<file path="src/rtl/fir_decim_buf_if.sv">
// Sample stream into the decimator and decimated stream out of its FIFO.
// Yin_valid has no ready: every valid sample is taken. Dout transfers on an edge where Dout_valid && Dout_ready.
interface fir_decim_buf_if;
    logic signed [15:0] Yin;
    logic               Yin_valid;
    logic signed [15:0] Dout;
    logic               Dout_valid;
    logic               Dout_ready;

    modport master (
        output Yin,
        output Yin_valid,
        input  Dout,
        input  Dout_valid,
        output Dout_ready
    );

    modport slave (
        input  Yin,
        input  Yin_valid,
        output Dout,
        output Dout_valid,
        input  Dout_ready
    );
endinterface

</file>
<file path="src/rtl/fir_decim_buf.sv">
// Integrate-and-dump decimator (DECIM samples -> one average) feeding a small output FIFO.
// Define DECIM_ROUND_EN to round half up instead of flooring the shifted sum.
module fir_decim_buf #(
    parameter int DECIM = 4,
    parameter int DEPTH = 4
) (
    input  logic                     Clk,
    input  logic                     Rst_n,
    fir_decim_buf_if.slave           strm,
    output logic [$clog2(DEPTH):0]   Level,
    output logic                     Ovf,
    input  logic                     Ovf_clr,
    output logic [$clog2(DECIM)-1:0] Phase
);
    localparam int LG = $clog2(DECIM);
    localparam int AW = 16 + LG;
    localparam int PW = $clog2(DEPTH);
    localparam int LW = PW + 1;
    localparam logic [LG-1:0] PH_LAST = LG'(DECIM - 1);
    localparam logic [LW-1:0] LVL_FULL = LW'(DEPTH);

    logic [1:0] rst_sync;
    logic       rst_int_n;

    logic [LG-1:0] phase_q;
    logic [LG-1:0] phase_d;
    logic          blk_done;

    logic signed [AW-1:0] acc_q;
    logic signed [AW-1:0] sum;
    logic signed [AW-1:0] rnd;
    logic signed [15:0]   result;

    logic signed [15:0] mem [DEPTH];
    logic [PW-1:0]      wr_ptr;
    logic [PW-1:0]      rd_ptr;
    logic [LW-1:0]      count;
    logic               full;
    logic               pop;
    logic               wr_en;
    logic               drop;

    // Assert asynchronously, release on the second clock edge so every flop leaves reset together.
    always_ff @(posedge Clk or negedge Rst_n) begin
        if (!Rst_n) rst_sync <= 2'b00;
        else        rst_sync <= {rst_sync[0], 1'b1};
    end
    assign rst_int_n = rst_sync[1];

    always_ff @(posedge Clk or negedge rst_int_n) begin
        if (!rst_int_n) phase_q <= '0;
        else            phase_q <= phase_d;
    end

    always_comb begin
        phase_d = phase_q;
        if (strm.Yin_valid) begin
            if (phase_q == PH_LAST) phase_d = '0;
            else                    phase_d = phase_q + LG'(1);
        end
    end

    always_comb begin
        blk_done = strm.Yin_valid && (phase_q == PH_LAST);
    end

    assign Phase = phase_q;

    // DECIM full-scale samples fit in AW bits, so neither sum nor the rounded sum can wrap.
    assign sum = acc_q + {{LG{strm.Yin[15]}}, strm.Yin};
`ifdef DECIM_ROUND_EN
    assign rnd = sum + AW'(DECIM / 2);
`else
    assign rnd = sum;
`endif
    assign result = 16'(rnd >>> LG);

    always_ff @(posedge Clk or negedge rst_int_n) begin
        if (!rst_int_n) begin
            acc_q <= '0;
        end else if (strm.Yin_valid) begin
            if (blk_done) acc_q <= '0;
            else          acc_q <= sum;
        end
    end

    assign full  = (count == LVL_FULL);
    assign pop   = strm.Dout_valid && strm.Dout_ready;
    // A pop on the same edge frees the slot, so a full FIFO still accepts the push.
    assign wr_en = blk_done && (!full || pop);
    assign drop  = blk_done && full && !pop;

    always_ff @(posedge Clk or negedge rst_int_n) begin
        if (!rst_int_n) begin
            for (int i = 0; i < DEPTH; i++) mem[i] <= '0;
            wr_ptr <= '0;
            rd_ptr <= '0;
            count  <= '0;
        end else begin
            if (wr_en) begin
                mem[wr_ptr] <= result;
                wr_ptr      <= wr_ptr + PW'(1);
            end
            if (pop) rd_ptr <= rd_ptr + PW'(1);
            if (wr_en && !pop)      count <= count + LW'(1);
            else if (pop && !wr_en) count <= count - LW'(1);
        end
    end

    always_ff @(posedge Clk or negedge rst_int_n) begin
        if (!rst_int_n)   Ovf <= 1'b0;
        else if (drop)    Ovf <= 1'b1;
        else if (Ovf_clr) Ovf <= 1'b0;
    end

    assign strm.Dout       = mem[rd_ptr];
    assign strm.Dout_valid = (count != '0);
    assign Level           = count;
endmodule

</file>
<file path="src/flat_wrapper.sv">
// flat-port wrapper written by rule: the top's interface ports become plain ports
module fir_decim_buf_flat 
#(
    parameter int DECIM = 4,
    parameter int DEPTH = 4
)
  (Clk, Rst_n, Level, Ovf, Ovf_clr, Phase, strm_Yin, strm_Yin_valid, strm_Dout, strm_Dout_valid, strm_Dout_ready);
  fir_decim_buf_if strm_i ();
  input  logic Clk;
  input  logic Rst_n;
  output logic [$clog2(DEPTH):0] Level;
  output logic Ovf;
  input  logic Ovf_clr;
  output logic [$clog2(DECIM)-1:0] Phase;
  input wire logic [$bits(strm_i.Yin)-1:0] strm_Yin;
  input wire logic [$bits(strm_i.Yin_valid)-1:0] strm_Yin_valid;
  output wire logic [$bits(strm_i.Dout)-1:0] strm_Dout;
  output wire logic [$bits(strm_i.Dout_valid)-1:0] strm_Dout_valid;
  input wire logic [$bits(strm_i.Dout_ready)-1:0] strm_Dout_ready;
  assign strm_i.Yin = strm_Yin;
  assign strm_i.Yin_valid = strm_Yin_valid;
  assign strm_Dout = strm_i.Dout;
  assign strm_Dout_valid = strm_i.Dout_valid;
  assign strm_i.Dout_ready = strm_Dout_ready;
  fir_decim_buf #(.DECIM(DECIM), .DEPTH(DEPTH)) u_core (.Clk(Clk), .Rst_n(Rst_n), .strm(strm_i), .Level(Level), .Ovf(Ovf), .Ovf_clr(Ovf_clr), .Phase(Phase));
endmodule
</file>
<file path="config.mk">
export PLATFORM = sky130hd
export DESIGN_NAME = fir_decim_buf_flat
export DESIGN_NICKNAME = d
export VERILOG_FILES = /design/src/rtl/fir_decim_buf_if.sv /design/src/rtl/fir_decim_buf.sv /design/src/flat_wrapper.sv
export SDC_FILE = /design/constraint.sdc
export NUM_CORES = 1
export LEC_CHECK = 0
export CAP_MARGIN = 5
export CORE_MARGIN = 2
export CORE_UTILIZATION = 39
export DETAILED_ROUTE_END_ITERATION = 10
export GPL_ROUTABILITY_DRIVEN = 0
export GPL_TIMING_DRIVEN = 0
export HOLD_SLACK_MARGIN = 0.1
export PLACE_DENSITY = 0.65
export SLEW_MARGIN = 30
export SYNTH_ARGS = -nofsm -noshare
export SYNTH_HDL_FRONTEND = slang
export SYNTH_SLANG_ARGS = --single-unit
</file>
<file path="constraint.sdc">
create_clock -name Clk -period 3.86 [get_ports Clk]
set_input_delay 1.158 -clock Clk [delete_from_list [all_inputs] [get_ports Clk]]
set_output_delay 1.158 -clock Clk [all_outputs]
set_load 0.02 [all_outputs]
</file>
After elaboration in Yosys (flattened, before gate mapping)
Index checks and enable logic that the tools add are counted.
{ "classes": {"add_sub_neg": 6, "magnitude_cmp": 3, "eq_ne": 2, "n_mux": 12, "bitwise_logic": 2, "n_reduce_logical": 15} }
{ "op_table": {"columns": ["cell", "count"], "rows": [
  ["64-bit bitwise mux", 1],
  ["16-bit two-way mux", 3],
  ["16-bit binary-select mux with 2-bit select", 1],
  ["16-bit demux with 2-bit select", 1],
  ["18-bit adder", 1],
  ["18-bit two-way mux", 1],
  ["1-bit logical AND", 8],
  ["2-bit by 1-bit adder with 2-bit output, second input constant", 3],
  ["3-bit greater-or-equal comparator, second input constant", 2],
  ["3-bit two-way mux", 2],
  ["2-bit inverter with 3-bit output", 2],
  ["2-bit nonzero test", 2],
  ["3-bit by 1-bit adder with 3-bit output, second input constant", 1],
  ["3-bit == test, second input constant", 1],
  ["1-bit logical NOT", 3],
  ["3-bit by 1-bit less-than comparator with 1-bit output, second input constant", 1],
  ["3-bit nonzero test", 1],
  ["3-bit by 1-bit subtractor with 3-bit output, second input constant", 1],
  ["2-bit == test, second input constant", 1],
  ["1-bit two-way mux", 2],
  ["2-bit two-way mux", 1],
  ["1-bit logical OR", 1]
]} }
{ "totals": {"reg_bits": 94, "in_bits": 21, "out_inout_bits": 23, "word_cells": 51} }

Depth between registers and ports, before layout
Gate-level depths: netlist of the first run.
{ "logic_depth": {"depth_word": 8, "ltp_mapped": 10, "ltp_nobuf": 10} }

Worst setup path before layout of the first run
No wires, ideal clock.
{ "synth_path": {"path_type": "input -> register", "from": "in strm_Yin[14]", "to": "reg u_core.mem[63] in the netlist's numbering", "setup_ns": 0.125, "arrival_time_ns": 2.905, "t_required_ns": 3.735, "path_slack_ns": 0.831, "cell_stages": 8, "n_path_buf": 0, "path_cell_list": "ha_1 > a21oi_1 > o21ai_0 > mux2_2 > a31oi_1 > nand4_2 > xnor2_1 > mux2_2"} }
{ "synth_between": {"elab_chain_cells": 2} }
{ "synth_lines": {"columns": ["item", "line", "text"], "rows": [
  ["start: declaration", "flat_wrapper.sv:15", "input wire logic [$bits(strm_i.Yin)-1:0] strm_Yin;"],
  ["18-bit adder", "fir_decim_buf.sv:70", "assign sum = acc_q + {{LG{strm.Yin[15]}}, strm.Yin};"],
  ["64-bit bitwise mux", "fir_decim_buf.sv:101", "mem[wr_ptr] <= result;"],
  ["end signal: indexed assignment", "fir_decim_buf.sv:101", null],
  ["end: declaration", "fir_decim_buf.sv:34", "logic signed [15:0] mem [DEPTH];"]
]} }
Every way passes these cells.
A chain may end at the register's enable or synchronous reset.

Final worst setup path of the first run
{ "layout_path": {"from": "in strm_Yin[0]", "to": "reg u_core.mem[46] in the netlist's numbering"} }
The elaborated chain is that of the path after synthesis.

==> flow_metrics.tcl, run 1 <==
set metrics [dict create \
    status "finished with violations" \
    violations "design-rule violations" \
    pwr_density_cell_nw_per_um2 908 \
    pwr-share-seq 0.337 \
    power.share.clock 0.184 \
    drive_above_1_share 0.108 \
    path_class "input pin to register" \
    h-tree-depth 3 \
    max_cap_violations 0 \
    max_slew_margin 0.489 \
    die-height_um 113 \
    crit_arrival_ns 3.96 \
    core_um2 11500 \
    synth-seq-cells 94 \
    fp.dieW_um 113 \
    irDropWorstVdd_uv 336 \
    critPathLaunchType "input pin" \
    period_share 0.955 \
    synth_ff_type "dfrtp_1" \
    worstPathCellList "clkdlybuf4s50_1, ha_1, inv_1, fa_1, nor2b_1, o21a_1, o21ai_0, a21o_1, o2111ai_1, xor2_1, mux2_2" \
    drt-pass1-iter-count 7 \
    numClockSinks 94 \
    start_util 0.403 \
    swShare 0.399 \
    timing.fmax_mhz 271 \
    fin_crit_ns 3.68 \
    cts_made_buffers 9 \
    pre_cts_slack_ns -0.126 \
    cts_hold_buf 0 \
    setup_viol 0 \
    syn-instance-count 421 \
    cp-end-kind "register" \
    vias_per_cell 5.56 \
    regToRegStartpoint "u_core.acc_q[0]" \
    grtUsageTotal 0.186 \
    leakagePower_nw 2.44 \
    port_buffers 43 \
    yosysSeqAreaShare 0.507 \
    hp-class "register to async pin" \
    worst-r2r-setup-slack_ns 1.09 \
    antenna_cells 0 \
    dr_total_vias 3461 \
    async_reset_ff_frac 1.00 \
    post-route-drc-count 2 \
    dieArea_um2 12800 \
    hold_violations 0 \
    final_cell_mix "dfrtp_1, nand2_1, o21ai_0" \
    finalNetCount 521 \
    synth_edf_count 0 \
    skew_ns 0.00916 \
    r2r-end "u_core.mem[46]" \
    drtAntennaViolNets 0 \
    ys_warn_count 0 \
    ctsLongestPathBuffers 2 \
    final_common_cell "dfrtp_1" \
    reg2regPathDepth 10 \
    routed_wirelength_mm 11.0 \
    cts_tree "built" \
    cpPeakStageDelay_ns 0.54 \
    power.share.combinational 0.480 \
    cp_top_family "compound AO/OA/AOI/OAI gates" \
    root_buffer "clkbuf_16" \
    rows 39 \
    cts_resized 2 \
    dp_hpwl_mm 7.87 \
    syn_to_final_growth_pct 20.6 \
    overflow 0 \
    cts_setup_buffers 0 \
    intPower_mw 3.05 \
    synth_cell_type_count 44 \
    rsz0062_at_grt "no" \
    tightest_slew_ns 0.756 \
    cp_slowest_cell "xor2_1" \
    drt_iter0_drc 193 \
    drt-wirelength-per-cell_um 17.7 \
    p_switching_mw 2.03 \
    drv_slew 0 \
    antenna_found_initial 0 \
    num_io_pins 44 \
    setup_ws_ns 0.175 \
    hold-worst-slack_ns 0.337 \
    path_max_fanout 5 \
    grt_pass1_wl_mm 18.4 \
    clk_pin_slew_ns 0.07 \
    grt_max_degree 51 \
    syn_area_um2 4640 \
    synth_nets 467 \
    critPathRequiredTime_ns 4.14 \
    path_buf_inv 2 \
    grt_pass1_vias 3516 \
    synth.avg_cell_area_um2 11.0 \
    clkLatencyLatePin_ns 0.35 \
]
cells in the mapped netlist, drive strengths merged (4+ instances only):
master | instances | area (um^2)
dfrtp | 94 | 2350
nand2 | 72 | 270
o21ai | 64 | 320
ha | 23 | 288
clkbuf | 17 | 63.8
mux4 | 16 | 360
a21oi | 13 | 68.8
nor2 | 12 | 45.0
o2bb2ai | 12 | 105
xor2 | 12 | 105
mux2 | 11 | 124
inv | 10 | 37.5
xnor2 | 10 | 87.6
a21o | 6 | 45.0
nor3 | 6 | 30.0
nor2b | 4 | 25.0
registers in the layout (all words and copies together) (netlist names):
name             cells
u_core.wr_ptr        2
u_core.rd_ptr        2
u_core.Level         3
u_core.rst_sync      2
u_core.Phase         2
u_core.acc_q        18
u_core.Ovf           1
u_core.mem          64
power groups by stage:
| stage | Clock (mW) | Combinational (mW) | Sequential, mW |
|---|---|---|---|
| CTS | 0.948 | 2.45 | 1.71 |
| finish | 0.933 | 2.44 | 1.71 |
| detailed placement | 0 | 2.48 | 1.70 |
| floorplan | 0 | 1.66 | 1.66 |
| global placement | 0 | 2.40 | 1.67 |
| global route | 0.994 | 2.70 | 1.78 |
cells by family (layout without fill, tap and decap cells):
kind of cell	Yosys count	in the layout	share of synthesized area
AOI/OAI and AO/OA	112	112	0.146
xor gates and xnor gates	22	22	0.0415
buffers and inverters	29	88	0.0237
and+or+nand+nor	110	110	0.104
adders and majority gates	25	25	0.0706
other	1	1	0.000808
DFF	94	94	0.507
muxes	28	28	0.106
final cells by class:
cell class | count | area (um^2)
flip-flops and latches | 94 | 2360
well taps | 143 | 179
plain buffers | 18 | 70.1
multi-input cells | 298 | 2180
inverters | 10 | 37.5
clock buffers | 9 | 225
fillers | 1039 | 5920
repair buffers | 44 | 458
clock inverters | 7 | 91.3
stage by stage:
stage	setup TNS, ns	instance area, um^2	instances	power (mW)	utilization
global route	0	5600	623	5.47	0.486
CTS	0	5600	623	5.12	0.486
detailed placement	-1.04	5280	608	4.18	0.459
finish	0	5600	623	5.08	0.486
floorplan	0	4640	421	3.31	-
global placement	-0.539	5250	607	4.08	0.456
routing by layer:
| layer | wire length [um] | part of all wire | global-route usage | up-vias |
|---|---|---|---|---|
| met5 | 0 | 0 | 0 | - |
| met2 | 5290 | 0.48 | 0.306 | 88 |
| met3 | 502 | 0.045 | 0.0396 | 13 |
| li1 | - | - | - | 1615 |
| met1 | 5120 | 0.46 | 0.255 | 1745 |
| met4 | 119 | 0.011 | 0.0439 | 0 |
worst max path at each step:
stage                           from  cells after the start              to
finish                   strm_Yin[0]                     11  u_core.mem[46]
CTS                 u_core.rd_ptr[0]                      3   strm_Dout[13]
global placement         strm_Yin[0]                     11  u_core.mem[14]
floorplan               strm_Yin[14]                      8  u_core.mem[63]
global route            strm_Yin[15]                      9  u_core.mem[31]
detailed placement       strm_Yin[0]                     11  u_core.mem[46]
No activity file was read; power rests on OpenSTA's default activity.
==> inputs of run 2 (changes only) <==
Settings changed: GPL_TIMING_DRIVEN 0 to 1, HOLD_SLACK_MARGIN 0.1 to 0.05.
==> run 2 against run 1 <==
Effect of this change: the flow still finishes with violations (design-rule violations); die area did not move; maximum frequency rose by 7.4%; wire length fell by 8.7%; sequential power barely moved; register-to-register slack improved by 0.27 ns; sequential cell count did not move; design area rose by 0.85%; setup slack improved by 0.25 ns; clock skew fell by 0.0046 ns; non-clock buffer count fell by 1; total power rose by 1.8%; hold slack improved by 0.021 ns; critical path type unchanged; critical endpoint is now u_core.mem[62]; largest cell class unchanged; largest power group unchanged.
==> flow_metrics.tcl, run 2 (synthesis gave the netlist of run 1 again) <==
set metrics [dict create \
    drtAntennaViolNets 0 \
    overflow 0 \
    path_max_fanout 5 \
    final_cell_mix "dfrtp_1, nand2_1, o21ai_0" \
    syn_to_final_growth_pct 21.6 \
    root_buffer "clkbuf_16" \
    vias_per_cell 5.38 \
    critPathRequiredTime_ns 4.13 \
    regToRegStartpoint "u_core.acc_q[0]" \
    hp-class "register to register" \
    grt_max_degree 58 \
    grt_util_met1 0.231 \
    use_met2 0.268 \
    power.share.combinational 0.486 \
    cpPeakStageDelay_ns 0.46 \
    finalNetCount 520 \
    setup_viol 0 \
    clk_pin_slew_ns 0.07 \
    skew_ns 0.00455 \
    grtUsageTotal 0.166 \
    n_fill_cell 1062 \
    power.share.clock 0.188 \
    drive_above_1_share 0.138 \
    antenna_found_initial 0 \
    max_cap_violations 0 \
    status "finished with violations" \
    drt-wirelength-per-cell_um 16.2 \
    timing.fmax_mhz 291 \
    cts_hold_buf 0 \
    dr_total_vias 3346 \
    cp_slowest_cell "clkdlybuf4s50_1" \
    cts_tree "built" \
    drt-pass1-iter-count 7 \
    placed_area_um2 5320 \
    hold-worst-slack_ns 0.358 \
    crit_arrival_ns 3.70 \
    dieArea_um2 12800 \
    final_common_cell "dfrtp_1" \
    core_um2 11500 \
    design_area_um2 5640 \
    rows 39 \
    cp-end-kind "register" \
    start_util 0.403 \
    post-route-drc-count 2 \
    routed_wirelength_mm 10.1 \
    period_share 0.889 \
    tightest_slew_ns 0.751 \
    dp_hpwl_mm 7.34 \
    cp_top_family "compound AO/OA/AOI/OAI gates" \
    top_register "u_core.mem" \
    top_usage_layer "met2" \
    drv_slew 0 \
    rsz0062_at_grt "no" \
    path_class "input pin to register" \
    critPathLaunchType "input pin" \
    hold_violations 0 \
    largest_reg_flops 64 \
    finish.utilization 0.490 \
    grtUsageMet3 0.0375 \
    max_slew_margin 0.499 \
    worstPathCellList "clkdlybuf4s50_1, ha_1, inv_1, fa_1, nor2b_1, o21a_1, o21ai_0, a21o_1, o2111ai_1, xor2_1, mux2_2" \
    ctsLongestPathBuffers 2 \
    swShare 0.387 \
    intPower_mw 3.17 \
    crit_start "strm_Yin[0]" \
    die-height_um 113 \
    port_buffers 43 \
    num_io_pins 44 \
    h-tree-depth 3 \
    leakagePower_nw 2.50 \
    pwr_density_cell_nw_per_um2 916 \
    cts_made_buffers 9 \
    antenna_cells 0 \
    irDropWorstVdd_uv 315 \
    cts_setup_buffers 0 \
    cts_resized 0 \
    totalNegativeSetupSlack_ns 0 \
    pwr-share-seq 0.326 \
    min_from "u_core.rst_sync[0]" \
    grt_pass1_wl_mm 16.9 \
    path_buf_inv 2 \
    fp.dieW_um 113 \
    drt_iter0_drc 150 \
    total_power_mw 5.17 \
    violations "design-rule violations" \
    grt_pass1_vias 3390 \
    fin_crit_ns 3.43 \
    p_switching_mw 2.00 \
    numClockSinks 94 \
    clkLatencyLatePin_ns 0.33 \
]
run 2: cell types whose count changed in the layout (fill, tap and decap cells not counted), sizes merged:
cell,delta
bufinv,+1
clkinvlp,-1
buf,+15
clkbuf,-16
run 2: through the flow:
stage          std cells  setup WS [ns]
3_5_place_dp         606         0.0644
3_3_place_gp         606          0.157
2_1_floorplan        421          0.831
5_1_grt              622          0.259
6_report             622          0.429
4_1_cts              622          0.407
run 2: cell type report:
class / instances / area, um^2 / share of cell area
Clock buffer: 9 / 225 / 0.0399
Inverter: 10 / 37.5 / 0.00665
Timing Repair Buffer: 61 / 566 / 0.100
Multi-Input combinational cell: 298 / 2180 / 0.386
Tap cell: 143 / 179 / 0.0317
Clock inverter: 7 / 103 / 0.0182
Sequential cell: 94 / 2360 / 0.417
run 2: final timing paths:
| path | end | cells after the start | slack, ns |
|---|---|---|---|
| setup / recovery | u_core.mem[62] | 11 | 0.43 |
| min in group asynchronous | u_core.Phase[0] | 0 | 0.40 |
| hold reg to reg | u_core.rst_sync[1] | 0 | 0.36 |
| max in group asynchronous | u_core.acc_q[17] | 1 | 2.50 |
| hold / removal | u_core.rst_sync[1] | 0 | 0.36 |
| setup reg to reg | u_core.mem[62] | 10 | 1.36 |
run 2: power groups by stage:
stage	Sequential, mW	Clock, mW	Combinational, mW
floorplan	1.66	0	1.66
global placement	1.67	0	2.48
detailed placement	1.70	0	2.54
CTS	1.69	0.990	2.54
global route	1.74	1.03	2.78
finish	1.69	0.970	2.51
run 2: worst reg2reg max path, stage by stage, from the launching register on:
cell	delay, ns
dfrtp_1	0.35
ha_1	0.17
inv_1	0.05
fa_1	0.39
nor2b_1	0.13
o21a_1	0.13
o21ai_0	0.15
a21o_1	0.24
o2111ai_1	0.24
xor2_1	0.36
mux2_2	0.23
run 2: routing by layer:
metal	wire [um]	share of wire
met1	4730	0.47
met2	4780	0.47
met3	519	0.052
met4	42	0.0042
met5	0	0
